<file path="config.mk">
export PLATFORM = sky130hd
export DESIGN_NAME = rud_ripple_counter
export DESIGN_NICKNAME = d
export VERILOG_FILES = /design/src/rtl/rud_ripple_counter.sv
export SDC_FILE = /design/constraint.sdc
export NUM_CORES = 1
export LEC_CHECK = 0
export BUFFER_PORTS_ARGS = -buffer_cell sky130_fd_sc_hd__buf_2
export CAP_MARGIN = 20
export CORE_AREA = 2 2 39 41
export DETAILED_ROUTE_END_ITERATION = 10
export DIE_AREA = 0 0 41 43
export SLEW_MARGIN = 20
export SYNTH_ARGS = -nofsm -noshare
export SYNTH_HDL_FRONTEND = slang
export SYNTH_SLANG_ARGS = --single-unit
export TNS_END_PERCENT = 5
</file>
<file path="constraint.sdc">
create_clock -name clk -period 1.1 [get_ports clk]
set_input_delay 0.22 -clock clk [delete_from_list [all_inputs] [get_ports clk]]
set_output_delay 0.22 -clock clk [all_outputs]
set_load 0.005 [all_outputs]
</file>
<file path="src/rtl/rud_ripple_counter.sv">
// -----------------------------------------------------------------------------
// rud_ripple_counter
//
// Asynchronous ripple up/down counter. Only stage 0 is clocked by clk; every
// higher stage is clocked by the output of the stage below it. The count
// direction comes from a mode register captured on falling clk edges, so a
// mode change settles well before the next rising edge starts a ripple.
//
// Each stage j>=1 is a pair of toggle flops (a, b) whose XOR is the stage
// output. 'a' advances on the falling edge of the lower stage (count up) and
// 'b' on its rising edge (count down). The stage clocks are the lower stage
// outputs themselves, never a mux, so flipping the mode cannot create a
// spurious edge and the count is preserved across a mode change.
//
// Ports:
//   clk    in   1      system clock; stage 0 toggles on the rising edge
//   reset  in   1      asynchronous active-low reset, clears all state
//   m      in   1      mode select: 0 = count up, 1 = count down
//   out    out  WIDTH  current count (sample on falling clk edges)
//   tc     out  1      terminal-count flag, only when RUD_TC_EN is defined
//
// Build option:
//   RUD_TC_EN  adds the combinational terminal-count output tc.
// -----------------------------------------------------------------------------
module rud_ripple_counter #(
  parameter int WIDTH = 3
) (
  input  logic             clk,
  input  logic             reset,
  input  logic             m,
`ifdef RUD_TC_EN
  output logic [WIDTH-1:0] out,
  output logic             tc
`else
  output logic [WIDTH-1:0] out
`endif
);

  // Settled stage outputs; each bit also serves as the clock of the next stage.
  wire [WIDTH-1:0] stage_s;

  logic m_d;
  logic m_q;
  logic s0_d;
  logic s0_q;

  // Next value of the mode register is simply the raw mode input.
  always_comb begin
    m_d = m;
  end

  // Mode register: captured on the falling clk edge, away from the ripple.
  always_ff @(negedge clk or negedge reset) begin
    if (!reset) begin
      m_q <= 1'b0;
    end else begin
      m_q <= m_d;
    end
  end

  // Stage 0 toggles on every rising clk edge in both directions.
  always_comb begin
    s0_d = ~s0_q;
  end

  // Stage 0 flop, clocked by the system clock.
  always_ff @(posedge clk or negedge reset) begin
    if (!reset) begin
      s0_q <= 1'b0;
    end else begin
      s0_q <= s0_d;
    end
  end

  assign stage_s[0] = s0_q;

  for (genvar j = 1; j < WIDTH; j++) begin : g_stage
    logic a_d;
    logic a_q;
    logic b_d;
    logic b_q;

    // Up-count flop toggles only when the mode register says up.
    always_comb begin
      if (m_q == 1'b0) begin
        a_d = ~a_q;
      end else begin
        a_d = a_q;
      end
    end

    // Down-count flop toggles only when the mode register says down.
    always_comb begin
      if (m_q == 1'b1) begin
        b_d = ~b_q;
      end else begin
        b_d = b_q;
      end
    end

    // Up-count flop: a falling lower stage is a carry when counting up.
    always_ff @(negedge stage_s[j-1] or negedge reset) begin
      if (!reset) begin
        a_q <= 1'b0;
      end else begin
        a_q <= a_d;
      end
    end

    // Down-count flop: a rising lower stage is a borrow when counting down.
    always_ff @(posedge stage_s[j-1] or negedge reset) begin
      if (!reset) begin
        b_q <= 1'b0;
      end else begin
        b_q <= b_d;
      end
    end

    // Either flop toggling flips the stage, so XOR gives the stage value.
    assign stage_s[j] = a_q ^ b_q;
  end

  assign out = stage_s;

`ifdef RUD_TC_EN
  // Terminal count: all ones when counting up, all zeros when counting down.
  always_comb begin
    if (!reset) begin
      tc = 1'b0;
    end else if (m_q == 1'b0) begin
      tc = &stage_s;
    end else begin
      tc = ~|stage_s;
    end
  end
`endif

endmodule

</file>
# == Word-level counts from Yosys, hierarchy flattened ==
# Cells that the tools add are included.
# classes
muxes,0
add_sub_neg,0
bitwise_logic,7
shift,0
magnitude_cmp,0
n_reduce_logical,0
eq_ne,0
div,0
mul,0
# op_table
cell,n
1-bit NOT,5
1-bit bitwise XOR,2
# word_totals
regBits,6
latchBits,0
inputBits,3
rom_bits,0
n_memories,0
ram_bits,0

# == Depth between registers and ports, before layout ==
# Gate-level depths: netlist of the first run.
# depth
depth_word,1
mapped_depth,1

==> flow_metrics.env, run 1 <==
export IMPL_status="finished clean"
export IMPL_route_detailed_wl_per_inst_um=7.67
export IMPL_holdCritPathClass="input pin to async pin"
export IMPL_syn_num_nets=17
export IMPL_htree_num_levels=1
export IMPL_grt_most_used_layer="met4"
export IMPL_use_met3=0.0366
export IMPL_powerDensity_nw_per_um2=956
export IMPL_end_kind="output pin"
export IMPL_rr_worst_depth=1
export IMPL_critPathMaxStageDelay_ps=390
export IMPL_cp_start_kind="flop"
export IMPL_cts_tree="yes"
export IMPL_fin_hold_ws_ps=362
export IMPL_yosysMostFrequentCell="xor2_1"
export IMPL_fp_dieW_um=41
export IMPL_synthCells=14
export IMPL_async_flop_share=1.00
export IMPL_routed_wl_um=299
export IMPL_ys_seq_area_frac=0.702
export IMPL_cts_made_buffers=3
export IMPL_drive_above_1_share=0.348
export IMPL_fin_tns_setup_ps=0
export IMPL_ir_drop_mv=0.507
export IMPL_reg2reg_to="s0_q"
export IMPL_synthTopCellsByArea="dfrtn_1, dfrtp_1, xor2_1"
export IMPL_ys_ff_latch=6
export IMPL_ys_warn_count=0
export IMPL_setup_viol=0
export IMPL_unconstrained_endpoints=6
export IMPL_grt_setup_unrepaired="false"
export IMPL_finClkSkew_ps=0
export IMPL_finalHoldViolCount=0
export IMPL_grtUsageMet2=0.0469
export IMPL_synth_edf_count=0
export IMPL_timing_rr_start="s0_q"
export IMPL_worstPathRequired_ps=880
export IMPL_unclocked_pins=4
export IMPL_die_y_um=43
export IMPL_io_buffer_count=5
export IMPL_drcViolationCount=0
export IMPL_fin_crit_ps=975
export IMPL_viasPerCell=2.97
export IMPL_yosysTopAreaCellShare=0.351
export IMPL_synth_ff_type="dfrtp_1"
export IMPL_maxSlewViolCount=0
export IMPL_dr_pass1_iters=1
export IMPL_die_area_um2=1760
export IMPL_synth_common_cells="xor2_1, dfrtn_1, dfrtp_1, xnor2_1"
export IMPL_worst_path_max_delay_cell="dfrtp_1"
export IMPL_path_cells="buf_2"
export IMPL_max_cap_viol_count=0
export IMPL_cts_buffer_depth=2
export IMPL_core_area_um2=1380
export IMPL_critPathBufInv=1
export IMPL_fillers=144
export IMPL_ant_nets=0
export IMPL_cp_arrival_ps=760
export IMPL_grtUsageMet1=0.0602
export IMPL_stdcell_count=39
export IMPL_clk_latency_ps=230
export IMPL_min_period_over_period=0.887
export IMPL_vias=116
export IMPL_p_leak_nw=0.136
export IMPL_grt_pass1_vias=129
export IMPL_antenna_found_initial=0
export IMPL_ioPinCount=6
export IMPL_syn_area_um2=214
export IMPL_post_cts_buffers=0
export IMPL_start_util=0.155
export IMPL_dp_cells=34
export IMPL_layout_nets=27
export IMPL_register_area_um2=150
export IMPL_avgSynthCellArea_um2=15.3
export IMPL_worst_slew_margin_rel=0.857
export IMPL_synth_cell_types=6
export IMPL_synthToLayoutAreaGrowth_pct=34.5
export IMPL_max_freq_mhz=1030
export IMPL_worst_slew_pin_slew_ps=214
export IMPL_first_iter_violations=0
export IMPL_grt_pass1_wl_um=531
export IMPL_diodes=0
export IMPL_grt_overflow=0
export IMPL_power_total_uw=275
export IMPL_multi_input_area_um2=52.6
export IMPL_rows=14
export IMPL_place_congestion=0.611
export IMPL_r2r_slack_ps=580
export IMPL_synth_area_leader_cell="dfrtn_1"
export IMPL_cp_top_family="flip-flops"
export IMPL_clkTransAtPathRegs_ps=30
export IMPL_grt_max_degree=7
export IMPL_root_buffer="clkbuf_4"
export IMPL_utilization=0.208
export IMPL_grtUsageTotal=0.0528
export IMPL_crit_type="flop to output pin"
export IMPL_worstPathMaxFanout=4
[worst max-delay path by stage]
| stage | from | to | cells after the start |
|---|---|---|---|
| global route | s0_q | out[0] | 1 |
| global placement | m | m_q | 1 |
| CTS | s0_q | out[0] | 1 |
| finish | s0_q | out[0] | 1 |
| detailed placement | m | m_q | 1 |
| floorplan | m | m_q | 0 |
[cells by family after synthesis]
family,synth area share
xor gates and xnor gates,0.246
buffers and inverters,0.0526
DFF,0.702
[state kept, by name, summed over array words and instances, names as in the netlist]
name,flops
g_stage.a_q,2
g_stage.b_q,2
m_q,1
s0_q,1
[report_power, final]
| group | switching (mW) | total, mW | leakage [nW] | internal (mW) |
|---|---|---|---|---|
| combinational | 0.00678 | 0.0152 | 0.0539 | 0.00841 |
| sequential | 0.00305 | 0.0802 | 0.0675 | 0.0771 |
| clock | 0.0448 | 0.180 | 0.0150 | 0.135 |
| total | 0.0546 | 0.275 | 0.136 | 0.220 |
[routing by layer]
| layer | share of wire | wire (um) | vias up |
|---|---|---|---|
| met5 | 0 | 0 | - |
| met4 | 0 | 0 | 0 |
| met3 | 0.10 | 31 | 0 |
| met2 | 0.44 | 132 | 6 |
| met1 | 0.45 | 135 | 53 |
| li1 | - | - | 57 |
[cells in the final DEF, fill, tap and decap left out]
master | netlist | routed
dlygate4sd3_1 | 0 | 1
dfrtn_1 | 3 | 3
buf_2 | 0 | 5
clkbuf_1 | 0 | 1
inv_1 | 1 | 1
dfrtp_1 | 3 | 3
xnor2_1 | 2 | 2
xor2_1 | 4 | 4
clkbuf_4 | 0 | 3
[area by class of cell]
cell class	count	share of cell area
clock buffers	4	0.0913
multi-input cells	6	0.183
inverters	1	0.0130
flip-flops and latches	6	0.522
well taps	16	0.0696
repair buffers	6	0.122
[what timing repair did]
action | in CTS | in global routing
hold endpoints to repair | 1 | 0
hold buffers | 1 | 0
resized for setup | 0 | 0
[stage by stage]
step,setup slack (ps),area [um^2]
2_1_floorplan,186,214
3_3_place_gp,83.8,251
3_5_place_dp,82.2,251
4_1_cts,109,288
5_1_grt,69.6,288
6_report,125,288
Note: power is estimated with default switching activity, not from simulation.
==> run 2: changes to the inputs <==
--- a/config.mk
+++ b/config.mk
@@ -5,6 +5,7 @@
 export SDC_FILE = /design/constraint.sdc
 export NUM_CORES = 1
 export LEC_CHECK = 0
+export ABC_AREA = 1
 export BUFFER_PORTS_ARGS = -buffer_cell sky130_fd_sc_hd__buf_2
 export CAP_MARGIN = 20
 export CORE_AREA = 2 2 39 41
==> run 2 against run 1 <==
Final cell count up 44%. Largest cell class unchanged. Non-clock buffer count unchanged. Sequential power down 0.7%. Maximum frequency up 0.76%. Setup slack better by 7.4 ps. Routed wire length up 33%. First-iteration DRC count unchanged. Worst hold slack worse by 13 ps. Largest power group unchanged.
==> flow_metrics.env, run 2 <==
export IMPL_rr_worst_depth=1
export IMPL_critPathBufInv=1
export IMPL_route_detailed_wl_per_inst_um=7.13
export IMPL_holdCritPathClass="input pin to async pin"
export IMPL_grt_setup_unrepaired="false"
export IMPL_worst_slack_ps=132
export IMPL_diodes=0
export IMPL_layout_nets=44
export IMPL_hold_buffers=1
export IMPL_critPathMaxStageDelay_ps=390
export IMPL_fp_dieW_um=41
export IMPL_setup_viol=0
export IMPL_clkTransAtPathRegs_ps=30
export IMPL_die_area_um2=1760
export IMPL_worstPathRequired_ps=880
export IMPL_drcViolationCount=0
export IMPL_die_y_um=43
export IMPL_final_common_cell="nand2_1"
export IMPL_cts_buffer_depth=2
export IMPL_root_buffer="clkbuf_4"
export IMPL_fillers=154
export IMPL_synthTopCellsByArea="dfrtn_1, dfrtp_1, nand2_1"
export IMPL_min_period_over_period=0.880
export IMPL_cts_tree="yes"
export IMPL_end_kind="output pin"
export IMPL_p_leak_nw=0.192
export IMPL_post_cts_buffers=0
export IMPL_timing_rr_start="s0_q"
export IMPL_synth_edf_count=0
export IMPL_worstSetupStartpoint="s0_q"
export IMPL_finalHoldViolCount=0
export IMPL_synth_common_cells="nand2_1, inv_1, dfrtn_1, dfrtp_1"
export IMPL_routed_wl_um=399
export IMPL_worstPathMaxFanout=4
export IMPL_grt_pass1_vias=199
export IMPL_antenna_found_initial=0
export IMPL_ys_ff_latch=6
export IMPL_fin_hold_ws_ps=348
export IMPL_viasPerCell=3.59
export IMPL_dp_hpwl_um=302
export IMPL_synthToLayoutAreaGrowth_pct=29.8
export IMPL_cp_depth=1
export IMPL_place_area_um2=285
export IMPL_cp_top_family="flip-flops"
export IMPL_rows=14
export IMPL_crit_type="flop to output pin"
export IMPL_io_buffer_count=5
export IMPL_yosysMostFrequentCell="nand2_1"
export IMPL_worst_slew_pin_slew_ps=168
export IMPL_vias=201
export IMPL_fin_crit_ps=968
export IMPL_synthCells=31
export IMPL_max_freq_mhz=1030
export IMPL_place_congestion=0.736
export IMPL_cp_endpoint="out[0]"
export IMPL_syn_area_um2=248
export IMPL_ys_seq_area_frac=0.606
export IMPL_max_cap_viol_count=0
export IMPL_start_util=0.179
export IMPL_synth_area_leader_cell="dfrtn_1"
export IMPL_grtUsageTotal=0.0678
export IMPL_cp_arrival_ps=750
export IMPL_clk_latency_ps=220
export IMPL_reg2reg_to="s0_q"
export IMPL_finClkSkew_ps=0
export IMPL_fin_tns_setup_ps=0
export IMPL_unconstrained_endpoints=6
export IMPL_htree_num_levels=1
export IMPL_avgSynthCellArea_um2=7.99
export IMPL_synth_ff_type="dfrtp_1"
export IMPL_first_iter_violations=0
export IMPL_dr_pass1_iters=1
export IMPL_syn_num_nets=34
export IMPL_final_area_um2=322
export IMPL_utilization=0.232
export IMPL_ir_drop_mv=0.368
export IMPL_largestRegisters="g_stage.a_q (2), g_stage.b_q (2)"
export IMPL_worst_slew_margin_rel=0.888
export IMPL_grt_max_degree=7
export IMPL_post_place_ws_ps=82.8
export IMPL_path_cells="buf_2"
export IMPL_yosysTopAreaCellShare=0.303
export IMPL_mostFrequentLayoutCells="nand2_1, inv_1, buf_2"
export IMPL_powerDensity_nw_per_um2=861
export IMPL_unclocked_pins=4
export IMPL_ioPinCount=6
export IMPL_ys_warn_count=0
export IMPL_cp_start_kind="flop"
export IMPL_ant_nets=0
export IMPL_post_cts_resized=0
export IMPL_drive_above_1_share=0.225
export IMPL_maxSlewViolCount=0
export IMPL_async_flop_share=1.00
export IMPL_status="finished clean"
export IMPL_cts_made_buffers=3
export IMPL_grt_pass1_wl_um=738
export IMPL_worst_path_max_delay_cell="dfrtp_1"
export IMPL_synth_cell_types=6
export IMPL_r2r_slack_ps=570
export IMPL_core_area_um2=1380
export IMPL_grt_overflow=0
-- run 2: worst min path at each step --
| stage | start | endpoint | slack (ps) | cells past startpoint |
|---|---|---|---|---|
| final | reset | s0_q | 350 | 2 |
| after global routing | reset | s0_q | 370 | 2 |
| after CTS | reset | s0_q | 340 | 2 |
| after detailed placement | reset | s0_q | 60 | 1 |
| after global placement | reset | s0_q | 50 | 1 |
| after floorplan | reset | s0_q | -80 | 0 |
-- run 2: routing by layer --
layer | track usage | vias up | share of wire
met5 | 0 | - | 0
met4 | 0.0600 | 0 | 0
met3 | 0.0471 | 0 | 0.033
met2 | 0.0875 | 5 | 0.52
met1 | 0.0693 | 91 | 0.45
li1 | - | 105 | -
-- run 2: final cells by class --
cell class                      count  area [um^2]  share of cell area
Tap cell                           16         20.0              0.0623
Inverter                            6         22.5              0.0700
Timing Repair Buffer                6         35.0               0.109
Sequential cell                     6          150               0.467
Multi-Input combinational cell     18         67.6               0.210
Clock buffer                        4         26.3              0.0817
-- run 2: metrics by stage --
step / std cells / power (mW)
2_1_floorplan: 31 / 0.0866
4_1_cts: 56 / 0.290
3_3_place_gp: 51 / 0.0956
5_1_grt: 56 / 0.297
6_report: 56 / 0.277
3_5_place_dp: 51 / 0.0965
-- run 2: cells by family (layout without fill, tap and decap cells) --
group,after synthesis,after routing,synth area share
buffers and inverters,7,16,0.121
and+or+nand+nor,18,18,0.273
DFF,6,6,0.606
-- run 2: power by group --
group	internal (mW)	switching (mW)	total (mW)
Clock	0.135	0.0445	0.179
Sequential	0.0769	0.00269	0.0796
Combinational	0.00780	0.00997	0.0178
==> run 3: changes to the inputs <==
--- a/config.mk
+++ b/config.mk
@@ -11,6 +11,7 @@
 export CORE_AREA = 2 2 39 41
 export DETAILED_ROUTE_END_ITERATION = 10
 export DIE_AREA = 0 0 41 43
+export PLACE_DENSITY = 0.46
 export SLEW_MARGIN = 20
 export SYNTH_ARGS = -nofsm -noshare
 export SYNTH_HDL_FRONTEND = slang
==> run 3 against run 2 <==
Count of clock-buffer cells in the layout unchanged. Global-route usage down 0.11 points. First-iteration DRC count unchanged. Core utilization unchanged. Combinational power about the same. Critical endpoint unchanged. Sequential share of layout area unchanged. Via count unchanged. Clock skew unchanged. Register-to-register slack about the same. Total power up 0.79%. Die area unchanged.
==> flow_metrics.env, run 3 (same netlist as run 2, synthesis figures left out) <==
export IMPL_finClkSkew_ps=0
export IMPL_post_cts_buffers=0
export IMPL_setup_viol=0
export IMPL_power_share_sequential=0.286
export IMPL_p_leak_nw=0.192
export IMPL_fillers=154
export IMPL_mostFrequentLayoutCells="nand2_1, inv_1, buf_2"
export IMPL_end_kind="output pin"
export IMPL_rows=14
export IMPL_rr_worst_depth=1
export IMPL_stdcell_count=56
export IMPL_grtUsageTotal=0.0667
export IMPL_worstPathRequired_ps=880
export IMPL_max_cap_viol_count=0
export IMPL_start_util=0.179
export IMPL_critPathMaxStageDelay_ps=390
export IMPL_cp_arrival_ps=750
export IMPL_place_area_um2=285
export IMPL_r2r_slack_ps=580
export IMPL_viasPerCell=3.59
export IMPL_die_y_um=43
export IMPL_ir_drop_mv=0.358
export IMPL_max_freq_mhz=1030
export IMPL_post_cts_resized=0
export IMPL_register_area_um2=150
export IMPL_routed_wl_um=405
export IMPL_min_period_over_period=0.885
export IMPL_maxSlewViolCount=0
export IMPL_cp_start_kind="flop"
export IMPL_ant_nets=0
export IMPL_root_buffer="clkbuf_4"
export IMPL_cp_top_family="flip-flops"
export IMPL_power_switching_uw=59.3
export IMPL_die_area_um2=1760
export IMPL_diodes=0
export IMPL_clk_latency_ps=230
export IMPL_fin_crit_ps=973
export IMPL_dp_cells=51
export IMPL_unclocked_pins=4
export IMPL_p_int_uw=220
export IMPL_antenna_found_initial=0
export IMPL_final_area_um2=322
export IMPL_layout_nets=44
export IMPL_clkTransAtPathRegs_ps=40
export IMPL_cp_depth=1
export IMPL_grt_overflow=0
export IMPL_powerDensity_nw_per_um2=868
export IMPL_dr_pass1_iters=1
export IMPL_fp_dieW_um=41
export IMPL_worst_slew_margin_rel=0.884
export IMPL_cts_tree="yes"
export IMPL_grt_max_degree=7
export IMPL_timing_rr_start="s0_q"
export IMPL_worst_slew_pin_slew_ps=175
export IMPL_path_cells="buf_2"
export IMPL_worst_path_max_delay_cell="dfrtp_1"
export IMPL_status="finished clean"
export IMPL_fin_tns_setup_ps=0
export IMPL_grt_pass1_vias=189
export IMPL_grt_pass1_wl_um=676
export IMPL_final_common_cell="nand2_1"
export IMPL_place_congestion=0.709
export IMPL_switching_share=0.213
export IMPL_largestRegisters="g_stage.a_q (2), g_stage.b_q (2)"
export IMPL_drcViolationCount=0
export IMPL_hold_buffers=1
export IMPL_core_area_um2=1380
export IMPL_vias=201
export IMPL_crit_type="flop to output pin"
export IMPL_clockPowerShare=0.651
export IMPL_drive_above_1_share=0.225
export IMPL_holdCritPathClass="input pin to async pin"
export IMPL_unconstrained_endpoints=6
export IMPL_grt_setup_unrepaired="false"
export IMPL_io_buffer_count=5
export IMPL_first_iter_violations=0
export IMPL_dp_hpwl_um=308
export IMPL_route_detailed_wl_per_inst_um=7.23
export IMPL_cts_buffer_depth=2
export IMPL_combPwrFrac=0.064
export IMPL_ioPinCount=6
export IMPL_cts_made_buffers=3
export IMPL_synthToLayoutAreaGrowth_pct=29.8
export IMPL_finalHoldViolCount=0
export IMPL_worstPathMaxFanout=4
export IMPL_reg2reg_to="s0_q"
export IMPL_critPathBufInv=1
export IMPL_multi_input_area_um2=67.6
export IMPL_htree_num_levels=1
==> run 3: cell counts in the layout (fill, tap and decap cells not counted) <==
No cell type changed its count.
==> run 3: worst max path at each step <==
stage / startpoint / endpoint / slack, ps
6_report: s0_q / out[0] / 130
5_1_grt: s0_q / out[0] / 90
4_1_cts: s0_q / out[0] / 110
3_5_place_dp: m / m_q / 80
3_3_place_gp: m / m_q / 80
2_1_floorplan: m / m_q / 190
==> run 3: layout make-up <==
type,instances,share of cell area
clock buffer,4,0.0817
inverter,6,0.0700
multi-input combinational,18,0.210
sequential,6,0.467
tap,16,0.0623
timing repair buffer,6,0.109
==> run 3: metal layers <==
metal	up-vias	GRT usage	share of wire
met3	0	0.0314	0.027
met1	91	0.0559	0.42
met5	-	0	0
met4	0	0.100	0
met2	5	0.0875	0.55
li1	105	-	-
==> run 3: power by group through the flow <==
stage | Sequential [mW] | Clock [mW] | Combinational [mW]
5_1_grt | 0.0800 | 0.196 | 0.0205
3_3_place_gp | 0.0806 | 0 | 0.0155
6_report | 0.0797 | 0.182 | 0.0178
2_1_floorplan | 0.0799 | 0 | 0.00672
4_1_cts | 0.0798 | 0.193 | 0.0187
3_5_place_dp | 0.0806 | 0 | 0.0160
==> run 3: through the flow <==
step	power [mW]	setup slack [ps]	hold slack, ps	utilization
floorplan	0.0866	186	-75.6	-
global placement	0.0961	83.7	53.4	0.206
detailed placement	0.0966	81.1	55.2	0.206
CTS	0.292	109	339	0.232
global route	0.296	90.9	366	0.232
finish	0.279	127	348	0.232
